<file path="src/rtl/ssp_uart_ctrl.sv">
// SSP master sequencer for the SSP_UART register port: arbitrates host and poll
// requesters round-robin and serialises one 16-bit read/write frame at a time.
module ssp_uart_ctrl #(
    parameter int CLK_DIV  = 2,
    parameter int GAP_BITS = 1
) (
    input  logic        Clk,
    input  logic        Rst,
    input  logic        H_Req,
    input  logic [2:0]  H_RA,
    input  logic        H_WnR,
    input  logic [11:0] H_DI,
    output logic        H_Ack,
    output logic [11:0] H_DO,
    input  logic        P_Req,
    input  logic [2:0]  P_RA,
    input  logic        P_WnR,
    input  logic [11:0] P_DI,
    output logic        P_Ack,
    output logic [11:0] P_DO,
    input  logic [11:0] SSP_DO,
    output logic        SSP_SSEL,
    output logic        SSP_SCK,
    output logic [2:0]  SSP_RA,
    output logic        SSP_WnR,
    output logic        SSP_En,
    output logic        SSP_EOC,
    output logic [11:0] SSP_DI,
    output logic        Busy,
    output logic [2:0]  Dbg_State
);

    localparam int DW      = $clog2(CLK_DIV) + 1;
    localparam int GAP_CYC = GAP_BITS * 2 * CLK_DIV;
    localparam int GW      = $clog2(GAP_CYC) + 1;

    typedef enum logic [2:0] {
        S_IDLE = 3'd0,
        S_LOAD = 3'd1,
        S_HDR  = 3'd2,
        S_DATA = 3'd3,
        S_DONE = 3'd4,
        S_GAP  = 3'd5
    } state_t;

    state_t        state_q, state_d;
    logic [DW-1:0] div_q, div_d;
    logic          half_q, half_d;
    logic [3:0]    bit_q, bit_d;
    logic [GW-1:0] gap_q, gap_d;
    logic          gnt_q, gnt_d;
    logic          rr_q, rr_d;
    logic          fresh_q, fresh_d;
    logic [2:0]    ra_q, ra_d;
    logic          wnr_q, wnr_d;
    logic [11:0]   di_q, di_d;
    logic [11:0]   samp_q, samp_d;
    logic [11:0]   hdo_q, hdo_d;
    logic [11:0]   pdo_q, pdo_d;

    logic half_end;
    logic bit_end;
    logic win_p;

    // gnt/rr encode the requester: 0 = host, 1 = poll.  fresh_q makes the
    // first contested grant after reset go to the host.
    always_comb begin
        half_end = (div_q == DW'(CLK_DIV - 1));
        bit_end  = half_end && half_q;
        if (H_Req && P_Req) begin
            win_p = fresh_q ? 1'b0 : ~rr_q;
        end else begin
            win_p = P_Req;
        end
    end

    always_comb begin
        state_d = state_q;
        div_d   = div_q;
        half_d  = half_q;
        bit_d   = bit_q;
        gap_d   = gap_q;
        gnt_d   = gnt_q;
        rr_d    = rr_q;
        fresh_d = fresh_q;
        ra_d    = ra_q;
        wnr_d   = wnr_q;
        di_d    = di_q;
        samp_d  = samp_q;
        hdo_d   = hdo_q;
        pdo_d   = pdo_q;
        case (state_q)
            S_IDLE: begin
                if (H_Req || P_Req) begin
                    gnt_d   = win_p;
                    state_d = S_LOAD;
                end
            end
            S_LOAD: begin
                ra_d    = gnt_q ? P_RA : H_RA;
                wnr_d   = gnt_q ? P_WnR : H_WnR;
                di_d    = (gnt_q ? P_WnR : H_WnR) ? (gnt_q ? P_DI : H_DI) : 12'd0;
                bit_d   = 4'd15;
                div_d   = '0;
                half_d  = 1'b0;
                state_d = S_HDR;
            end
            S_HDR, S_DATA: begin
                if (half_end) begin
                    div_d  = '0;
                    half_d = ~half_q;
                end else begin
                    div_d = div_q + DW'(1);
                end
                // Slave data is taken on the rising SCK of the last bit.
                if (state_q == S_DATA && bit_q == 4'd0 && half_end && !half_q) begin
                    samp_d = SSP_DO;
                end
                if (bit_end) begin
                    if (bit_q == 4'd0) begin
                        state_d = S_DONE;
                        if (!wnr_q) begin
                            if (gnt_q) begin
                                pdo_d = samp_q;
                            end else begin
                                hdo_d = samp_q;
                            end
                        end
                    end else begin
                        bit_d = bit_q - 4'd1;
                        if (bit_q == 4'd12) begin
                            state_d = S_DATA;
                        end
                    end
                end
            end
            S_DONE: begin
                rr_d    = gnt_q;
                fresh_d = 1'b0;
                ra_d    = 3'd0;
                wnr_d   = 1'b0;
                di_d    = 12'd0;
                gap_d   = '0;
                state_d = S_GAP;
            end
            S_GAP: begin
                if (gap_q == GW'(GAP_CYC - 1)) begin
                    state_d = S_IDLE;
                end else begin
                    gap_d = gap_q + GW'(1);
                end
            end
            default: begin
                state_d = S_IDLE;
            end
        endcase
    end

    always_ff @(posedge Clk or posedge Rst) begin
        if (Rst) begin
            state_q <= S_IDLE;
            div_q   <= '0;
            half_q  <= 1'b0;
            bit_q   <= 4'd0;
            gap_q   <= '0;
            gnt_q   <= 1'b0;
            rr_q    <= 1'b0;
            fresh_q <= 1'b1;
            ra_q    <= 3'd0;
            wnr_q   <= 1'b0;
            di_q    <= 12'd0;
            samp_q  <= 12'd0;
            hdo_q   <= 12'd0;
            pdo_q   <= 12'd0;
        end else begin
            state_q <= state_d;
            div_q   <= div_d;
            half_q  <= half_d;
            bit_q   <= bit_d;
            gap_q   <= gap_d;
            gnt_q   <= gnt_d;
            rr_q    <= rr_d;
            fresh_q <= fresh_d;
            ra_q    <= ra_d;
            wnr_q   <= wnr_d;
            di_q    <= di_d;
            samp_q  <= samp_d;
            hdo_q   <= hdo_d;
            pdo_q   <= pdo_d;
        end
    end

    // Frame outputs decode straight from the state register so they drop with Rst.
    assign SSP_SSEL  = (state_q == S_HDR) || (state_q == S_DATA);
    assign SSP_SCK   = SSP_SSEL && half_q;
    assign SSP_En    = (state_q == S_DATA);
    assign SSP_EOC   = (state_q == S_DATA) && (bit_q == 4'd0);
    assign SSP_RA    = ra_q;
    assign SSP_WnR   = wnr_q;
    assign SSP_DI    = di_q;
    assign Busy      = (state_q != S_IDLE);
    assign H_Ack     = (state_q == S_DONE) && !gnt_q;
    assign P_Ack     = (state_q == S_DONE) && gnt_q;
    assign H_DO      = hdo_q;
    assign P_DO      = pdo_q;
    assign Dbg_State = state_q;

endmodule

</file>
<file path="config.mk">
export PLATFORM = sky130hd
export DESIGN_NAME = ssp_uart_ctrl
export DESIGN_NICKNAME = d
export VERILOG_FILES = /design/src/rtl/ssp_uart_ctrl.sv
export SDC_FILE = /design/constraint.sdc
export NUM_CORES = 1
export LEC_CHECK = 0
export CAP_MARGIN = 25
export CORE_MARGIN = 5
export CORE_UTILIZATION = 42
export DETAILED_ROUTE_END_ITERATION = 10
export GPL_TIMING_DRIVEN = 0
export PLACE_DENSITY = 0.77
export SKIP_CTS_REPAIR_TIMING = 1
export SYNTH_ARGS = -nofsm -noshare
export SYNTH_HDL_FRONTEND = slang
export SYNTH_SLANG_ARGS = --single-unit
</file>
<file path="constraint.sdc">
create_clock -name Clk -period 2.3 [get_ports Clk]
set_input_delay 0.575 -clock Clk [delete_from_list [all_inputs] [get_ports Clk]]
set_output_delay 0.575 -clock Clk [all_outputs]
set_load 0.1 [all_outputs]
</file>
==> flow_summary.toml <==
[status]
status = "complete, but fails checks"
violations = "setup timing"

[logic_synthesis]
syn_inst = 233
synthFlopType = "dfrtp_1"
synth_top_area_share_pct = 54.1
yosysWarnings = 0
synth_area_um2 = 3100
syn_avg_cell_area_um2 = 13.3
syn_nets = 284
ys_seq_area_share_pct = 54.9
ys_top_cells_by_area = "dfrtp_1 (54%), mux2_4 (9.7%), mux2_2 (5.8%)"
ys_seq_elements = 68
yosysTopAreaCell = "dfrtp_1"
synth_edf_count = 0
ys_types = 47
ys_async_sr_fraction_pct = 100

[placed_design]
hpwl_um = 5230
placed_area_um2 = 4250
gp_congestion = 0.831
io_buffers = 97
dpl_worst_slack_ns = -0.851

[drt]
wl_met2_um = 3380
viasPerCell = 5.13
vias = 2324
drc_errors = 0
drt_iter0_markers = 86
ant_nets = 0
routed-wl-met3_um = 543
top_layer = "met4"
firstDrtPassIters = 4
routedWlPerCell_um = 16.2
met1Wirelength_um = 3290
wirelength_um = 7350

[flow_run]
drv_cap = 0

[sta]
timing.final.crit_share_pct = 101
hold_viol = 0
hold_ws_ns = 0.485
fin_worst_skew_ns = 0.0112
setup_violations = 1
timing.final.ws_setup_ns = -0.0295
timing.fmax_mhz = 429
fin_setup_tns_ns = -0.0295
drv_slew = 0
grt_setup_unrepaired = "true"
relSlewSlack_pct = 33.0
fin_crit_ns = 2.33
tightest_slew_ns = 1.00

[min_path]
holdPathEnd = "SSP_DI[4]"
worstHoldStart = "SSP_DI[4]"
min_path_type = "register to register"
worstHoldPathCells = 1

[die]
core.rowCount = 31
die_w_um = 95.9
start_util_pct = 43.0
dieArea_um2 = 9200
core_area_um2 = 7210
io_pins = 98
dieHeight_um = 95.9

[global_routing]
antenna_found_initial = 0
grt_max_degree = 39
grt_pass1_wl_um = 11500
grt_use_total_pct = 16.4
overflow = 0
grt_pass1_vias = 2384

[power]
p_clk_share_pct = 36.6
p_seq_share_pct = 51.5
p_leak_nw = 2.68
ir_worst_vdd_mv = 0.290
switching_share_pct = 27.5
internal-power_mw = 1.74
p_per_area_nw_per_um2 = 516
p_switching_mw = 0.659
finalPower_mw = 2.40
power_frac_comb_pct = 11.9

[clock_tree]
cts.path.max_buffers = 2
clock-sinks = 68
cts_tree = "done"
cts_buffers = 9
clkSlewWorstSetupHoldPaths_ns = 0.07
clkLatencyLatePin_ns = 0.34
clockRootBuffer = "clkbuf_8"
cts_max_level = 3

[setup_path]
worstSetupEndpointType = "output port"
critical_path.max_fanout = 8
crit_required_ns = 1.73
path_class = "register to output port"
r2r_cells = 7
start_kind = "register"
rrSetupSlack_ns = 0.06
reg2reg_to = "samp_q[4]"
timing.rr.start = "bit_q[1]"
crit_arrival_ns = 1.75

[cells_and_area]
layout_common_cells = "dfrtp_1 (64), clkdlybuf4s50_1 (47), dlymetal6s2s_1 (43)"
num_antenna_cells = 0
final_common_cell = "dfrtp_1"
fin_area_um2 = 4650
drive_gt1_share_pct = 29.1
areaGrowthSynthToFinish_pct = 49.9
fillers = 578
layout.nets = 400
kinds of logic after synthesis:
family | synth area share [%]
simple gates | 9.04
flops | 54.9
compound gates | 11.1
mux | 20.7
fa+ha+maj | 1.21
buf+inv | 3.11
worst max path at each step:
| stage | from | endpoint | slack [ns] | cells after the start |
|---|---|---|---|---|
| final | bit_q[1] | SSP_EOC | -0.03 | 6 |
| after global routing | bit_q[1] | SSP_EOC | -0.09 | 6 |
| after CTS | gnt_q | H_Ack | -1.24 | 4 |
| after detailed placement | gnt_q | H_Ack | -0.85 | 4 |
| after global placement | Rst | Dbg_State[0] | -1.29 | 2 |
| after floorplan | Rst | Dbg_State[0] | -0.14 | 1 |
stage by stage:
step,utilization (%),instances
2_1_floorplan,-,233
3_3_place_gp,58.6,429
3_5_place_dp,58.9,430
4_1_cts,61.3,446
5_1_grt,64.4,453
6_report,64.4,453
sequential cells by signal, summed over array words and instances (netlist names), 2 cells and up:
signal,count
P_DO,12
gap_q,3
bit_q,4
SSP_RA,3
div_q,2
samp_q,12
H_DO,12
SSP_DI,12
Dbg_State,3
layout make-up:
| class | count | area [um2] | share of cell area [%] |
|---|---|---|---|
| plain buffers | 12 | 98.8 | 2.13 |
| clock inverters | 7 | 52.6 | 1.13 |
| clock buffers | 9 | 124 | 2.66 |
| multi-input cells | 144 | 1350 | 29.1 |
| inverters | 9 | 42.5 | 0.915 |
| repair buffers | 105 | 1150 | 24.7 |
| flip-flops and latches | 68 | 1710 | 36.7 |
| well taps | 99 | 124 | 2.66 |
metal layers:
| layer | global-route usage, % | vias to the layer above |
|---|---|---|
| li1 | - | 1092 |
| met1 | 21.9 | 1124 |
| met2 | 24.1 | 97 |
| met3 | 5.32 | 11 |
| met4 | 7.58 | 0 |
| met5 | 0 | - |
critical path, stage by stage (launching register included):
cell and delay (ns):
dfrtp_1 0.40, inv_2 0.09, ha_4 0.14, or3b_4 0.38
buf_8 0.15, nor2_4 0.09, buf_12 0.18
cell usage after synthesis (5+ instances only):
library cell	n
clkbuf_1	7
inv_1	8
mux2i_1	16
dfrtp_1	67
nand2_1	6
o2bb2ai_1	17
mux2_4	20
mux2_2	16
nand2b_1	5
o21ai_0	8
power by group through the flow:
stage               logic [mW]  clock network [mW]  registers [mW]
finish                   0.286               0.878            1.24
global route             0.302               0.950            1.24
CTS                      0.292               0.897            1.24
detailed placement       0.291                   0            1.26
global placement         0.284                   0            1.26
floorplan               0.0548                   0            1.36
No activity file was read; power rests on OpenSTA's default activity.
